--- src/rtl/rst_pkg.sv ---
// Shared FSM state and reset-cause encodings for reset_request_gen and its debouncer.
package rst_pkg;

    typedef enum logic [1:0] {
        IDLE    = 2'd0,
        ASSERT  = 2'd1,
        HOLDOFF = 2'd2
    } state_t;

    typedef enum logic [1:0] {
        CAUSE_POR  = 2'b00,
        CAUSE_BTN  = 2'b01,
        CAUSE_SW   = 2'b10,
        CAUSE_WDOG = 2'b11
    } cause_t;

    function automatic int max2(input int a, input int b);
        return (a > b) ? a : b;
    endfunction

    // One spare bit over the terminal count so the counter can never wrap.
    function automatic int cnt_width(input int max_val);
        return $clog2(max_val) + 1;
    endfunction

endpackage

--- src/rtl/reset_request_gen_btn_debounce.sv ---
// Push-button conditioner: 2-FF synchronizer followed by a stability counter that
// qualifies a new level after DEBOUNCE_CYCLES identical samples and flags its rising edge.
module btn_debounce
    import rst_pkg::*;
#(
    parameter int DEBOUNCE_CYCLES = 500000
) (
    input  logic clk,
    input  logic reset,
    input  logic btn_in,
    output logic level,
    output logic rise
);

    localparam int CW = cnt_width(DEBOUNCE_CYCLES);

    logic          meta;
    logic          sync;
    logic [CW-1:0] cnt;

    // NOTE: all state here is sequential, so every assignment is non-blocking to
    // avoid read-after-write ordering races between the synchronizer stages.
    always_ff @(posedge clk or negedge reset) begin
        if (!reset) begin
            meta  <= 1'b0;
            sync  <= 1'b0;
            cnt   <= '0;
            level <= 1'b0;
            rise  <= 1'b0;
        end else begin
            meta <= btn_in;
            sync <= meta;
            rise <= 1'b0;
            if (sync == level) begin
                cnt <= '0;
            end else if (cnt == CW'(DEBOUNCE_CYCLES - 1)) begin
                level <= sync;
                rise  <= sync;
                cnt   <= '0;
            end else begin
                cnt <= cnt + 1'b1;
            end
        end
    end

endmodule

--- src/rtl/reset_request_gen.sv ---
// Raw reset-request generator: button, software and (with RST_WDOG_EN) watchdog sources
// produce one fixed-width rst_out pulse each, followed by a holdoff window.
module reset_request_gen
    import rst_pkg::*;
#(
    parameter int DEBOUNCE_CYCLES = 500000,
    parameter int PULSE_CYCLES    = 16,
    parameter int HOLDOFF_CYCLES  = 1024,
    parameter int WDOG_CYCLES     = 2**24
) (
    input  logic       clk,
    input  logic       reset,
    input  logic       btn_in,
    input  logic       sw_req,
`ifdef RST_WDOG_EN
    input  logic       wdog_kick,
`endif
    output logic       rst_out,
    output logic       busy,
    output logic [1:0] rst_cause
);

    localparam int CW = cnt_width(max2(PULSE_CYCLES, HOLDOFF_CYCLES));

    state_t        state;
    cause_t        cause;
    logic [CW-1:0] cnt;
    logic          btn_level;
    logic          btn_rise;
    logic          wdog_req;

    btn_debounce #(
        .DEBOUNCE_CYCLES(DEBOUNCE_CYCLES)
    ) u_btn_debounce (
        .clk   (clk),
        .reset (reset),
        .btn_in(btn_in),
        .level (btn_level),
        .rise  (btn_rise)
    );

`ifdef RST_WDOG_EN
    localparam int WW = cnt_width(WDOG_CYCLES);

    logic [WW-1:0] wdog_cnt;

    // Saturates at the terminal count so a late request stays pending until IDLE.
    always_ff @(posedge clk or negedge reset) begin
        if (!reset) begin
            wdog_cnt <= '0;
        end else if (wdog_kick || state == ASSERT) begin
            wdog_cnt <= '0;
        end else if (wdog_cnt != WW'(WDOG_CYCLES - 1)) begin
            wdog_cnt <= wdog_cnt + 1'b1;
        end
    end

    assign wdog_req = (wdog_cnt == WW'(WDOG_CYCLES - 1));
`else
    assign wdog_req = 1'b0;
`endif

    always_ff @(posedge clk or negedge reset) begin
        if (!reset) begin
            state   <= ASSERT;
            cnt     <= '0;
            rst_out <= 1'b1;
            busy    <= 1'b1;
            cause   <= CAUSE_POR;
        end else begin
            case (state)
                IDLE: begin
                    if (wdog_req || btn_rise || sw_req) begin
                        state   <= ASSERT;
                        cnt     <= '0;
                        rst_out <= 1'b1;
                        busy    <= 1'b1;
                        if (wdog_req)      cause <= CAUSE_WDOG;
                        else if (btn_rise) cause <= CAUSE_BTN;
                        else               cause <= CAUSE_SW;
                    end
                end
                ASSERT: begin
                    if (cnt == CW'(PULSE_CYCLES - 1)) begin
                        state   <= HOLDOFF;
                        cnt     <= '0;
                        rst_out <= 1'b0;
                    end else begin
                        cnt <= cnt + 1'b1;
                    end
                end
                HOLDOFF: begin
                    // Counter parks at its terminal value while a held button blocks exit.
                    if (cnt == CW'(HOLDOFF_CYCLES - 1)) begin
                        if (!btn_level) begin
                            state <= IDLE;
                            busy  <= 1'b0;
                        end
                    end else begin
                        cnt <= cnt + 1'b1;
                    end
                end
                default: begin
                    state   <= IDLE;
                    cnt     <= '0;
                    rst_out <= 1'b0;
                    busy    <= 1'b0;
                end
            endcase
        end
    end

    assign rst_cause = cause;

endmodule
--- config.mk ---
export PLATFORM = sky130hd
export DESIGN_NAME = reset_request_gen
export DESIGN_NICKNAME = d
export VERILOG_FILES = /design/src/rtl/rst_pkg.sv /design/src/rtl/reset_request_gen_btn_debounce.sv /design/src/rtl/reset_request_gen.sv
export SDC_FILE = /design/constraint.sdc
export NUM_CORES = 1
export LEC_CHECK = 0
export ABC_CLOCK_PERIOD_IN_PS = 2780
export BUFFER_PORTS_ARGS = -buffer_cell sky130_fd_sc_hd__buf_2
export CAP_MARGIN = 40
export CORE_MARGIN = 2
export CORE_UTILIZATION = 61
export DETAILED_ROUTE_END_ITERATION = 10
export PLACE_DENSITY_LB_ADDON = 0.08
export SLEW_MARGIN = 0
export SYNTH_ARGS = -nofsm -noshare
export SYNTH_HDL_FRONTEND = slang
export SYNTH_HIERARCHICAL = 1
export SYNTH_SLANG_ARGS = --single-unit
--- constraint.sdc ---
create_clock -name clk -period 2.78 [get_ports clk]
set_input_delay 0 -clock clk [delete_from_list [all_inputs] [get_ports clk]]
set_output_delay 0 -clock clk [all_outputs]
set_load 0.005 [all_outputs]
==> impl_metrics.ini <==
[status]
outcome = finished clean

[sta]
slew_viol_final = 0
hold_viol = 0
worstMarginPinSlew_ns = 0.7463
post-route-period-util_pct = 90.27
rsz0062_at_grt = false
fin_skew_ns = 0.007261
setup_viol_count_final = 0
slew_headroom_pct = 50.24
fmaxAchievable_mhz = 398.5
holdWs_ns = 0.01554
setup_tns_ns = 0
fin_crit_ns = 2.509

[die]
chipHeight_microns = 64.87
pin_count = 8
die_area_sq_um = 4207
start_util_pct = 62.66
core_sq_um = 3606
num_rows = 22
die_w_microns = 64.87

[grt]
overflow = 0
grt_usage_pct = 23.58
antenna_found_initial = 0
grt_pass1_vias = 1642
grt_max_degree = 33
grt_pass1_wl_microns = 7569

[drt]
num_vias = 1670
wl_per_cell_microns = 15.65
drc = 0
dr.pass1.iters = 4
drt-total-wl_microns = 4304
drt_iter0_drc = 126
avgViaCountPerCell = 6.073
ant_nets = 0

[place]
place_congestion = 0.8992
io_buffers = 7
dp_hpwl_microns = 3156

[final_layout]
nets = 235
antenna_cells = 0
nFillCells = 289
final_common_cell = dfrtp_1
drive_gt1_share_pct = 15.86
multi_input_area_sq_um = 1136
seqCellArea_sq_um = 1030
layout_common_cells = 38 x dfrtp_1, 28 x nor2_1, 13 x xnor2_1, 12 x nand2_1, 12 x nand3_1
area_growth_pct = 7.032

[pwr]
power.leakage_nw = 1.058
seqPwrFrac_pct = 50.0
p_sw_mw = 0.3913
power.internal_mw = 0.9712
clockPowerShare_pct = 29.1
ir_worst_vdd_mv = 0.3348
power_frac_comb_pct = 20.9
p_total_mw = 1.362
power_density_nw_per_um2 = 563.3
swShare_pct = 28.72

[logic_synthesis]
synth_area_sq_um = 2260
synth_fp_nets = 226
synth-edff-count = 0
yosys.area.top_type = dfrtp_1
syn-mean-instance-area_sq_um = 10.41
synth-seq-area-share_pct = 45.57
synth_cell_types = 57
synthCells = 217
synthArstFlopShare_pct = 100.0
synth.top_cell.area_share_pct = 42.08
synth_flop_cell = dfrtp_1
ys_seq_elements = 41
ys_warn_count = 6
synthTopCellsByArea = dfrtp_1 42%, xnor2_1 5.0%, nor2_1 4.7%, dfstp_2 3.5%, ha_1 2.8%

[worst_hold_path]
hold_path.class = in2reg

[critical_path]
path_delay_family = compound AO/OA/AOI/OAI gates
worstPathArrival_ns = 2.74
path_class = reg2reg
cp_num_buf_inv = 2
crit_chain = inv_1 -> ha_1 -> o21ai_0 -> a41oi_2 -> nor3b_1 -> buf_2 -> a221o_1
setup.worst_path.end_class = flip-flop
slowest_stage = nor3b_1
cp-start-kind = flip-flop
reg2reg_setup_slack_ns = 0.27
path_max_fanout = 9
cpPeakStageDelay_ns = 0.61
critPathRequiredTime_ns = 3.02

[cts]
postCtsResizedCells = 0
clock-sinks = 41
cts_tree = yes
clk_pin_slew_ns = 0.08
cts_htree_levels = 2
clockRootBuffer = clkbuf_8
postCtsSetupBuffers = 0
hold_buffers = 2
cts_buffers = 5
cts_max_path_buffers = 2
insertion_delay_ns = 0.30

[job]
max-cap-violations = 0
-- power by group through the flow --
stage / clock network (mW) / registers (mW) / logic, mW
floorplan: 0 / 0.686 / 0.211
global placement: 0 / 0.688 / 0.259
detailed placement: 0 / 0.692 / 0.283
CTS: 0.410 / 0.681 / 0.287
global route: 0.434 / 0.686 / 0.321
finish: 0.397 / 0.681 / 0.285
-- synth_stat cells, types with 2 or more instances --
library cell   n
and4_1         2
nand2_1       12
nand4_1        6
ha_1           5
o31ai_1        2
inv_1          6
buf_2          3
nor4_1         6
mux2i_1        2
nor2_1        28
buf_6          4
xnor2_1       13
and3_1         5
a221o_1        6
a21oi_1        4
dfrtp_1       38
nor3_1        11
a211o_1        2
o21ai_0        2
dfstp_2        3
nand3_1       12
xor2_1         3
mux2_1         3
a22o_1         4
and2_1         2
o211a_1        2
-- sequential cells by signal (all words and copies together), names as in the netlist --
name                  count
busy                      1
u_btn_debounce/cnt       20
state                     2
cnt                      11
u_btn_debounce/level      1
rst_out                   1
u_btn_debounce/sync       1
rst_cause                 2
u_btn_debounce/meta       1
u_btn_debounce/rise       1
-- path summary, 6_finish.rpt --
check / from / endpoint / cells after the start
setup / recovery: state[0] / cnt[3] / 7
hold / removal: sw_req / rst_cause[1] / 3
setup reg to reg: state[0] / cnt[3] / 7
hold reg to reg: u_btn_debounce/meta / u_btn_debounce/sync / 0
max in group asynchronous: reset / busy / 3
min in group asynchronous: reset / cnt[4] / 2
-- cell type report --
class                           count  share of cell area [%]
Clock buffer                        8                   3.725
Inverter                            6                  0.9312
Multi-Input combinational cell    161                   46.97
Sequential cell                    41                   42.58
Tap cell                           48                   2.483
Timing Repair Buffer               11                   3.311
-- worst min-delay path: cells and delay by family --
family / cells / cell delay [ns]
AO/OA/AOI/OAI: 2 / 0.17
buffers and inverters: 1 / 0.10
-- routing by layer --
layer | global-route usage, % | vias to the layer above | part of all wire, %
met4 | 10.11 | 0 | 1.8
met2 | 36.60 | 31 | 48
met3 | 5.208 | 7 | 2.9
met5 | 0 | - | 0
li1 | - | 814 | -
met1 | 31.85 | 818 | 47
-- cells by family (layout without fill, tap and decap cells) --
| group | count (synthesis) | count (layout) | synth area share (%) |
|---|---|---|---|
| simple gates | 103 | 103 | 26.58 |
| flops | 41 | 41 | 45.57 |
| compound gates | 31 | 31 | 11.85 |
| xor+xnor | 16 | 16 | 6.202 |
| buf+inv | 15 | 25 | 4.152 |
| mux | 6 | 6 | 2.879 |
| fa+ha+maj | 5 | 5 | 2.769 |
-- through the flow --
step,util (%),setup WS (ns),area (sq um),instances
final,67.07,0.2706,2419,275
after global routing,67.07,0.05452,2419,275
after CTS,67.07,0.2766,2419,275
after detailed placement,64.02,0.2750,2308,265
after global placement,63.32,0.1177,2283,263
after floorplan,-,0.7496,2260,217
Power figures use the tool's default switching activity.
